**src/rtl/multi_cycle_ctrl.sv**
```systemverilog
// multi_cycle_ctrl: FSM controller sequencing the multi-cycle MIPS-subset datapath
module multi_cycle_ctrl #(
  parameter int RETIRE_W = 32
) (
  input  logic                clk,
  input  logic                reset,
  input  logic [31:0]         ir,
  input  logic                rs_eq_rt,
  input  logic                imem_ready,
  input  logic                dmem_ready,
  output logic                imem_req,
  output logic                ir_wen,
  output logic                pc_wen,
  output logic [1:0]          pc_sel,
  output logic [11:0]         alu_control,
  output logic                alu_src1_sa,
  output logic                alu_src2_imm,
  output logic                dm_req,
  output logic [3:0]          dm_wen,
  output logic                mdr_wen,
  output logic                rf_wen,
  output logic                rf_waddr_sel,
  output logic                rf_wdata_sel,
  output logic                inst_retired,
  output logic [RETIRE_W-1:0] retired_cnt,
  output logic [2:0]          state
);
  localparam logic [2:0] FETCH = 3'd1, DECODE = 3'd2, EXE = 3'd3, MEM = 3'd4, WB = 3'd5;
  logic [2:0] next_state;
  logic [5:0] op, funct;
  logic [4:0] rs, sa;
  logic r_ok, sh_ok;
  logic i_addu, i_subu, i_slt, i_and, i_nor, i_or, i_xor, i_sll, i_srl;
  logic i_addiu, i_beq, i_bne, i_lw, i_sw, i_lui, i_j;
  logic is_r, is_sh, legal, ctl, alu_on;
  assign op      = ir[31:26];
  assign rs      = ir[25:21];
  assign sa      = ir[10:6];
  assign funct   = ir[5:0];
  assign r_ok    = op == 6'd0 && sa == 5'd0;
  assign sh_ok   = op == 6'd0 && rs == 5'd0;
  assign i_addu  = r_ok && funct == 6'b100001;
  assign i_subu  = r_ok && funct == 6'b100011;
  assign i_slt   = r_ok && funct == 6'b101010;
  assign i_and   = r_ok && funct == 6'b100100;
  assign i_nor   = r_ok && funct == 6'b100111;
  assign i_or    = r_ok && funct == 6'b100101;
  assign i_xor   = r_ok && funct == 6'b100110;
  assign i_sll   = sh_ok && funct == 6'b000000;
  assign i_srl   = sh_ok && funct == 6'b000010;
  assign i_addiu = op == 6'b001001;
  assign i_beq   = op == 6'b000100;
  assign i_bne   = op == 6'b000101;
  assign i_lw    = op == 6'b100011;
  assign i_sw    = op == 6'b101011;
  assign i_lui   = op == 6'b001111;
  assign i_j     = op == 6'b000010;
  assign is_r    = i_addu | i_subu | i_slt | i_and | i_nor | i_or | i_xor;
  assign is_sh   = i_sll | i_srl;
  assign legal   = is_r | is_sh | i_addiu | i_beq | i_bne | i_lw | i_sw | i_lui | i_j;
  assign ctl     = i_j | i_beq | i_bne | !legal;
  assign alu_on  = state == DECODE || state == EXE || state == MEM || state == WB;
  always_ff @(posedge clk) begin
    state       <= reset ? FETCH : next_state;
    retired_cnt <= reset ? '0 : retired_cnt + RETIRE_W'(inst_retired);
  end
  always_comb begin
    case (state)
      FETCH:   next_state = imem_ready ? DECODE : FETCH;
      DECODE:  next_state = ctl ? FETCH : EXE;
      EXE:     next_state = (i_lw || i_sw) ? MEM : WB;
      MEM:     next_state = dmem_ready ? (i_lw ? WB : FETCH) : MEM;
      WB:      next_state = FETCH;
      default: next_state = FETCH;
    endcase
  end
  always_comb begin
    imem_req     = 1'b0;
    ir_wen       = 1'b0;
    pc_wen       = 1'b0;
    pc_sel       = 2'b00;
    dm_req       = 1'b0;
    dm_wen       = 4'h0;
    mdr_wen      = 1'b0;
    rf_wen       = 1'b0;
    rf_waddr_sel = 1'b0;
    rf_wdata_sel = 1'b0;
    inst_retired = 1'b0;
    alu_control  = alu_on ? {i_addu | i_addiu | i_lw | i_sw, i_subu, i_slt, 1'b0, i_and, i_nor,
                             i_or, i_xor, i_sll, i_srl, 1'b0, i_lui} : 12'h000;
    alu_src1_sa  = alu_on && is_sh;
    alu_src2_imm = alu_on && (i_addiu | i_lui | i_lw | i_sw);
    if (!reset)
      case (state)
        FETCH: begin
          imem_req = 1'b1;
          ir_wen   = imem_ready;
        end
        DECODE: begin
          pc_wen       = ctl;
          inst_retired = ctl;
          pc_sel       = i_j ? 2'b10 : ((i_beq && rs_eq_rt) || (i_bne && !rs_eq_rt)) ? 2'b01 : 2'b00;
        end
        MEM: begin
          dm_req       = 1'b1;
          dm_wen       = i_sw ? 4'hF : 4'h0;
          pc_wen       = i_sw && dmem_ready;
          inst_retired = i_sw && dmem_ready;
          mdr_wen      = i_lw && dmem_ready;
        end
        WB: begin
          rf_wen       = 1'b1;
          rf_waddr_sel = is_r | is_sh;
          rf_wdata_sel = i_lw;
          pc_wen       = 1'b1;
          inst_retired = 1'b1;
        end
        default: ;
      endcase
  end
endmodule
```
**config.mk**
```make
export PLATFORM = sky130hd
export DESIGN_NAME = multi_cycle_ctrl
export DESIGN_NICKNAME = d
export VERILOG_FILES = /design/src/rtl/multi_cycle_ctrl.sv
export SDC_FILE = /design/constraint.sdc
export NUM_CORES = 1
export LEC_CHECK = 0
export ABC_AREA = 1
export BUFFER_PORTS_ARGS = -buffer_cell sky130_fd_sc_hd__buf_4
export CAP_MARGIN = 10
export CORE_ASPECT_RATIO = 1.1
export CORE_MARGIN = 2
export CORE_UTILIZATION = 43
export CTS_CLUSTER_DIAMETER = 120
export DETAILED_ROUTE_END_ITERATION = 10
export GPL_TIMING_DRIVEN = 1
export PLACE_DENSITY = 0.76
export REMOVE_ABC_BUFFERS = 1
export SLEW_MARGIN = 10
export SYNTH_ARGS = -nofsm -noshare
export SYNTH_HDL_FRONTEND = slang
export SYNTH_SLANG_ARGS = --single-unit
```
**constraint.sdc**
```tcl
create_clock -name clk -period 2.3 [get_ports clk]
set_input_delay 0 -clock clk [delete_from_list [all_inputs] [get_ports clk]]
set_output_delay 0 -clock clk [all_outputs]
set_load 0.005 [all_outputs]
```
==> run metrics, run 1 <==
grt met3 use=4.22%; Setup WS post-layout=-0.198 ns; Worst Setup Start Kind=register; boundary pin count=101; number of global-route vias before repair=about 2800; most common cell in the synthesized netlist=nand2_1; DRC viols=0; crit path launch=state[2]; Clock H-tree levels=2; Max VDD drop=between 150 and 200 uV; PortBufs=88; WL/cell=13.5 um; Buffers & Inverters on Critical Path=2; TritonRoute pass-1 iters=5; die height=81.2 um; Pwr Total=between 0.001 and 0.0015 W; Synth Area per Inst=about 6.1 um2; area of the mapped netlist=between 0.002 and 0.0025 mm2; WL final=roughly 8 mm; EDFF count, synth=0; synth unique cells=33; Synth top cells by count=nand2_1, nor2_1, inv_1; initial antenna violation count=0; # clock sinks=35; pwr dens=between 300 and 400 mW/mm2; slew at the pin closest to its max-slew limit=0.522 ns; Setup Viol. Count Final=15; Final TNS setup=-1.26 ns; CP arrival=2.68 ns; #FFs+latches synth=35; met1 Usage GRT=between 20 and 30%; DR iter-0 viols=300; vias per std cell=about 5.2; slowest stage cell, crit path=dfxtp_2; Reg-to-Reg End=retired_cnt[24]; Congestion Overflow GR=0; GRT busiest layer=met2; asr flop ratio synth=0%; nets=564; CTS root buffer=clkbuf_8; Worst-Skew Late Latency=approximately 0.29 ns; Final Skew=about 0.0042 ns; die footprint=0.00602 mm2; Crit Path Class=register to register; Min Clock Period, post-route=between 2 and 2.5 ns; period utilisation layout=109%; RR Startpoint=state[2]; critical-path cell list=inv_2, nor3_2, inv_1, nor2_2, a31oi_2, a21oi_2, ha_2, ha_4, nand2_4, nor2_4, nand2_2, nor2_4, nand3_4, nor3_4, nand2_1, and3_4; TritonCTS clock tree=built; reg-to-reg slack, setup=-0.20 ns; sequential share of the synthesized area=30.1%; top cells by area, synth=dfxtp_1, nand2_1, nor2_1; YS warnings=0; CP Depth=16; gr usage total=25.9%; grt met2 use=between 40% and 50%; via count=3134; Post-Syn Instances=380; # rows=28; CP top delay family=simple AND/OR/NAND/NOR gates; ys flop type=dfxtp_1; Final Slew Violations=0; top-area cell type share of the netlist area=a little under a third; Area growth syn-to-layout=60.3%; Starting Density=between 40 and 50%; core region area=roughly 0.0053 mm2; antenna cells=0; nature of the critical path endpoint=register; RSZ-0062 raised after global routing=true; max-capacitance violation count=0; Final ANT Viol Nets=0; clock buffer count from CTS=5; largest net degree at the start of global routing=28; most used cell, CP=nor2_4; Slew HR=around two thirds; static leakage=around 1.7 nW; Worst Path Max Fanout=4; failing checks=negative setup slack; Yosys top cell by area=dfxtp_1; clk slew on worst S/H paths=roughly 0.070 ns; Critical Path End=retired_cnt[24]; worst r2r path cells=16; # fillers=~430; DP Wirelength=~5.9 mm; GP Congestion=between 0.9 and 1; Max Root-Sink Buffers=2; first-pass GRT wire length=12.1 mm; Worst Hold Class=primary input to register; Final Hold Vio Count=0; Die Wd=between 70 and 80 um; fmax=~400 MHz; max incr delay on CP=0.36 ns; outcome=finished, violations left; worst endpoint required time=about 2.5 ns; layout cells sized above 1=a little under two fifths
[what timing repair did]
item / CTS / global route
pin swaps: 2 / 13
hold endpoints to repair: 1 / 0
setup endpoints to repair: 16 / 24
hold buffers: 1 / 0
setup buffers: 9 / 7
resized for setup: 14 / 43
[kinds of logic (layout without fill, tap and decap cells)]
logic type               Yosys count  in the layout  synth area share, %
adder cells (fa/ha/maj)            3              3                 1.61
AO/OA/AOI/OAI                     47             47                 10.6
buffers and inverters             70            214                 12.3
XOR/XNOR                           3              3                 1.13
other                              1              2                0.161
AND/OR/NAND/NOR                  221            221                 44.2
flip-flops                        35             35                 30.1
[sequential cells by signal, summed over array words and instances (netlist names)]
| register | cells |
|---|---|
| state | 3 |
| retired_cnt | 32 |
[per-stage QoR]
step	std cells	hold slack (ns)	utilization, %	instance area [um2]	setup WS, ns
6_report	600	0.132	70.6	3730	-0.198
5_1_grt	600	0.179	70.6	3730	-0.442
4_1_cts	594	0.125	67.3	3560	-0.0826
3_5_place_dp	576	0.270	63.2	3350	-0.275
3_3_place_gp	576	0.266	63.2	3350	-0.163
2_1_floorplan	370	0.0311	-	2270	-0.446
[metal layers]
| metal | share of wire (%) | vias to the layer above |
|---|---|---|
| met2 | 51 | 177 |
| met5 | 0 | - |
| met4 | 3.8 | 0 |
| met3 | 8.0 | 39 |
| met1 | 37 | 1396 |
| li1 | - | 1522 |
[layout by cell type (no fill, tap or decap), types with 4 or more instances in the layout]
cell / synthesis / final
buf_4: 6 / 139
nand2_1: 74 / 70
nor2_1: 60 / 56
inv_1: 56 / 51
dfxtp_1: 35 / 33
a21oi_1: 29 / 26
nor3_1: 25 / 21
nand3_1: 21 / 20
nand4_1: 12 / 12
nor2_4: 2 / 7
inv_2: 3 / 7
buf_6: 0 / 7
nor4_1: 6 / 6
o21ai_1: 1 / 6
o21ai_0: 12 / 5
clkbuf_8: 0 / 5
nand2_2: 2 / 4
[worst register-to-register path: stages (launching register included)]
cell	delay, ns
dfxtp_2	0.36
inv_2	0.05
nor3_2	0.11
inv_1	0.08
nor2_2	0.14
a31oi_2	0.10
a21oi_2	0.20
ha_2	0.24
ha_4	0.15
nand2_4	0.06
nor2_4	0.14
nand2_2	0.08
nor2_4	0.12
nand3_4	0.12
nor3_4	0.17
nand2_1	0.09
and3_4	0.18
[layout make-up]
| cell class | count | area, um2 | share of cell area [%] |
|---|---|---|---|
| inverter | 59 | 224 | 6.00 |
| multi-input combinational | 276 | 1500 | 40.1 |
| clock inverter | 1 | 5.00 | 0.134 |
| clock buffer | 7 | 76.3 | 2.04 |
| tap | 75 | 93.8 | 2.51 |
| timing repair buffer | 147 | 1130 | 30.3 |
| sequential | 35 | 703 | 18.8 |
[worst min-delay path by stage]
stage	start	end	slack, ns	depth (start not counted)
after floorplan	reset	imem_req	0.03	1
after global routing	dmem_ready	state[2]	0.18	4
after global placement	ir[1]	alu_control[5]	0.27	3
final	dmem_ready	state[2]	0.13	4
after CTS	dmem_ready	state[2]	0.12	4
after detailed placement	ir[1]	alu_control[5]	0.27	3
[power by group]
| part | leakage (nW) | switching (W) | internal [W] |
|---|---|---|---|
| Clock | 0.0422 | 0.000218 | 0.000212 |
| Combinational | 1.34 | 0.000102 | 0.000101 |
| Sequential | 0.283 | 0.00000731 | 0.000613 |
No activity file was read; power rests on OpenSTA's default activity.
==> run 2: changes to the inputs <==
CORE_UTILIZATION = 48   (was 43)
CTS_CLUSTER_DIAMETER = not set   (was 120)
PLACE_DENSITY = 0.81   (was 0.76)
clock period = 2.5 ns   (was 2.3 ns; I/O delays follow)
==> run metrics, run 2 (synthesis gave the netlist of run 1 again) <==
clock buffer count from CTS=5 (unchanged); largest net degree at the start of global routing=28 (unchanged); commonest non-fill, non-tap cells in the layout=buf_4, nand2_1, nor2_1, inv_1, dfxtp_1 (unchanged); max layer used=met4 (unchanged); gr usage total=28.6% (was 25.9%); register area=704 um2 (was 703 um2); boundary pin count=101 (unchanged); TritonCTS clock tree=built (unchanged); Max VDD drop=197 uV (was 187 uV); Final Hold Vio Count=0 (unchanged); Max Root-Sink Buffers=2 (unchanged); Post-Route M1 WL=2.94 mm (was 3.03 mm); met2 wire len=3.96 mm (was 4.12 mm); Worst Setup Start Kind=register (unchanged); Worst Path Max Fanout=5 (was 4); DP Wirelength=5.56 mm (was 5.94 mm); reg-to-reg slack, setup=0.01 ns (was -0.20 ns); WHS Path Cells=3 (was 4); Min Clock Period, post-route=2.49 ns (was 2.50 ns); antenna cells=0 (unchanged); period utilisation layout=99.6% (was 109%); DRC viols=0 (unchanged); hold_sp=imem_ready (was dmem_ready); Crit Path Class=register to register (unchanged); core region area=0.00465 mm2 (was 0.00529 mm2); Final Slew Violations=0 (unchanged); pre-CTS setup slack=-0.139 ns (was -0.275 ns); Setup WS post-layout=0.0107 ns (was -0.198 ns); # fillers=378 (was 431); max-capacitance violation count=0 (unchanged); CTS root buffer=clkbuf_8 (unchanged); Setup Viol. Count Final=0 (was 15); Area growth syn-to-layout=50.3% (was 60.3%); Worst Hold Class=primary input to register (unchanged); worst r2r path cells=16 (unchanged); TritonRoute pass-1 iters=5 (unchanged); max FFs per register=32 (unchanged); outcome=complete, no violations (was finished, violations left); Worst-Skew Late Latency=0.30 ns (was 0.29 ns); die footprint=0.00542 mm2 (was 0.00602 mm2); Final Instance Area=0.00350 mm2 (was 0.00373 mm2); vias per std cell=5.33 (was 5.22); WL/cell=13.9 um (was 13.5 um); PortBufs=88 (unchanged); Area after DPL=0.00313 mm2 (was 0.00335 mm2); first-pass GRT wire length=12.6 mm (was 12.1 mm); # rows=26 (was 28); Die Wd=70.4 um (was 74.2 um); Final Skew=0.00957 ns (was 0.00416 ns); via count=2989 (was 3134); most common cell after layout, fill and taps aside=buf_4 (unchanged); CP arrival=2.73 ns (was 2.68 ns); WL met3=629 um (was 652 um); clk slew on worst S/H paths=0.07 ns (about the same); initial antenna violation count=0 (unchanged); hold path endpoint=state[1] (was state[2]); Final Util=75.3% (was 70.6%); Clock H-tree levels=2 (unchanged); fmax=402 MHz (was 400 MHz); Reg-to-Reg End=retired_cnt[24] (unchanged); pwr dens=369 mW/mm2 (was 336 mW/mm2); multi-input logic area=0.00143 mm2 (was 0.00150 mm2); WL final=7.80 mm (was 8.12 mm); nets=544 (was 564); Largest regs=retired_cnt (32), state (3) (unchanged); RSZ-0062 raised after global routing=true (unchanged); DR iter-0 viols=264 (was 300); die height=77.1 um (was 81.2 um); # clock sinks=35 (unchanged); GP Congestion=0.879 (was 0.939); Congestion Overflow GR=0 (unchanged); Final ANT Viol Nets=0 (unchanged); static leakage=1.53 nW (was 1.67 nW); RR Startpoint=state[2] (unchanged); largest reg by FF count=retired_cnt (unchanged); number of global-route vias before repair=2917 (was 2758); Starting Density=50.1% (was 44.0%); Pwr Total=0.00129 W (was 0.00125 W); worst endpoint required time=2.74 ns (was 2.48 ns); layout cells sized above 1=33.7% (was 38.1%); nature of the critical path endpoint=register (unchanged)
[run 2: metrics by stage]
stage / hold slack (ns) / setup TNS [ns] / cells
after floorplan: 0.0311 / -0.790 / 370
after global placement: 0.265 / 0 / 532
after detailed placement: 0.267 / -0.292 / 532
after CTS: 0.0341 / 0 / 559
after global routing: 0.0560 / -0.623 / 561
final: 0.0298 / 0 / 561
[run 2: critical path: stages (launching register included)]
cell and delay [ns]:
dfxtp_2 0.33, inv_2 0.05, nor3_4 0.19, inv_2 0.07
nor2_4 0.11, a31oi_2 0.10, a21oi_2 0.18, ha_2 0.23
ha_4 0.15, nand2_4 0.06, nor2_4 0.14, nand2_2 0.09
nor2_4 0.12, nand3_4 0.13, buf_6 0.16, o31ai_1 0.16
and3_1 0.17
[run 2: where the power goes]
| part | internal, W | leakage, nW | switching (W) | total [W] |
|---|---|---|---|---|
| clock network | 0.000323 | 0.0612 | 0.000218 | 0.000541 |
| logic | 0.0000804 | 1.19 | 0.0000932 | 0.000174 |
| registers | 0.000564 | 0.283 | 0.0000115 | 0.000576 |
[run 2: area by class of cell]
type,count,share of cell area [%]
Clock buffer,6,2.36
Clock inverter,2,1.00
Inverter,59,6.33
Multi-Input combinational cell,276,40.9
Sequential cell,35,20.1
Tap cell,56,2.00
Timing Repair Buffer,127,27.3
[run 2: worst max-delay path by stage]
stage / depth (start not counted) / startpoint / to
after global placement: 15 / state[0] / retired_cnt[24]
after global routing: 15 / state[2] / retired_cnt[28]
after detailed placement: 16 / state[2] / retired_cnt[24]
after floorplan: 14 / state[1] / retired_cnt[24]
final: 16 / state[2] / retired_cnt[24]
after CTS: 16 / state[2] / retired_cnt[24]
[run 2: repair_timing]
action | 4_1_cts | 5_1_grt
pin swaps | 8 | 11
endpoints found under the setup margin | 4 | 18
gates resized for setup | 12 | 15
hold buffers | 0 | 0
buffers inserted | 19 | 2
[run 2: layer usage]
layer	global-route usage [%]	up-vias
met3	5.91	28
met5	0	-
met4	16.9	0
li1	-	1472
met2	51.5	157
met1	30.0	1332
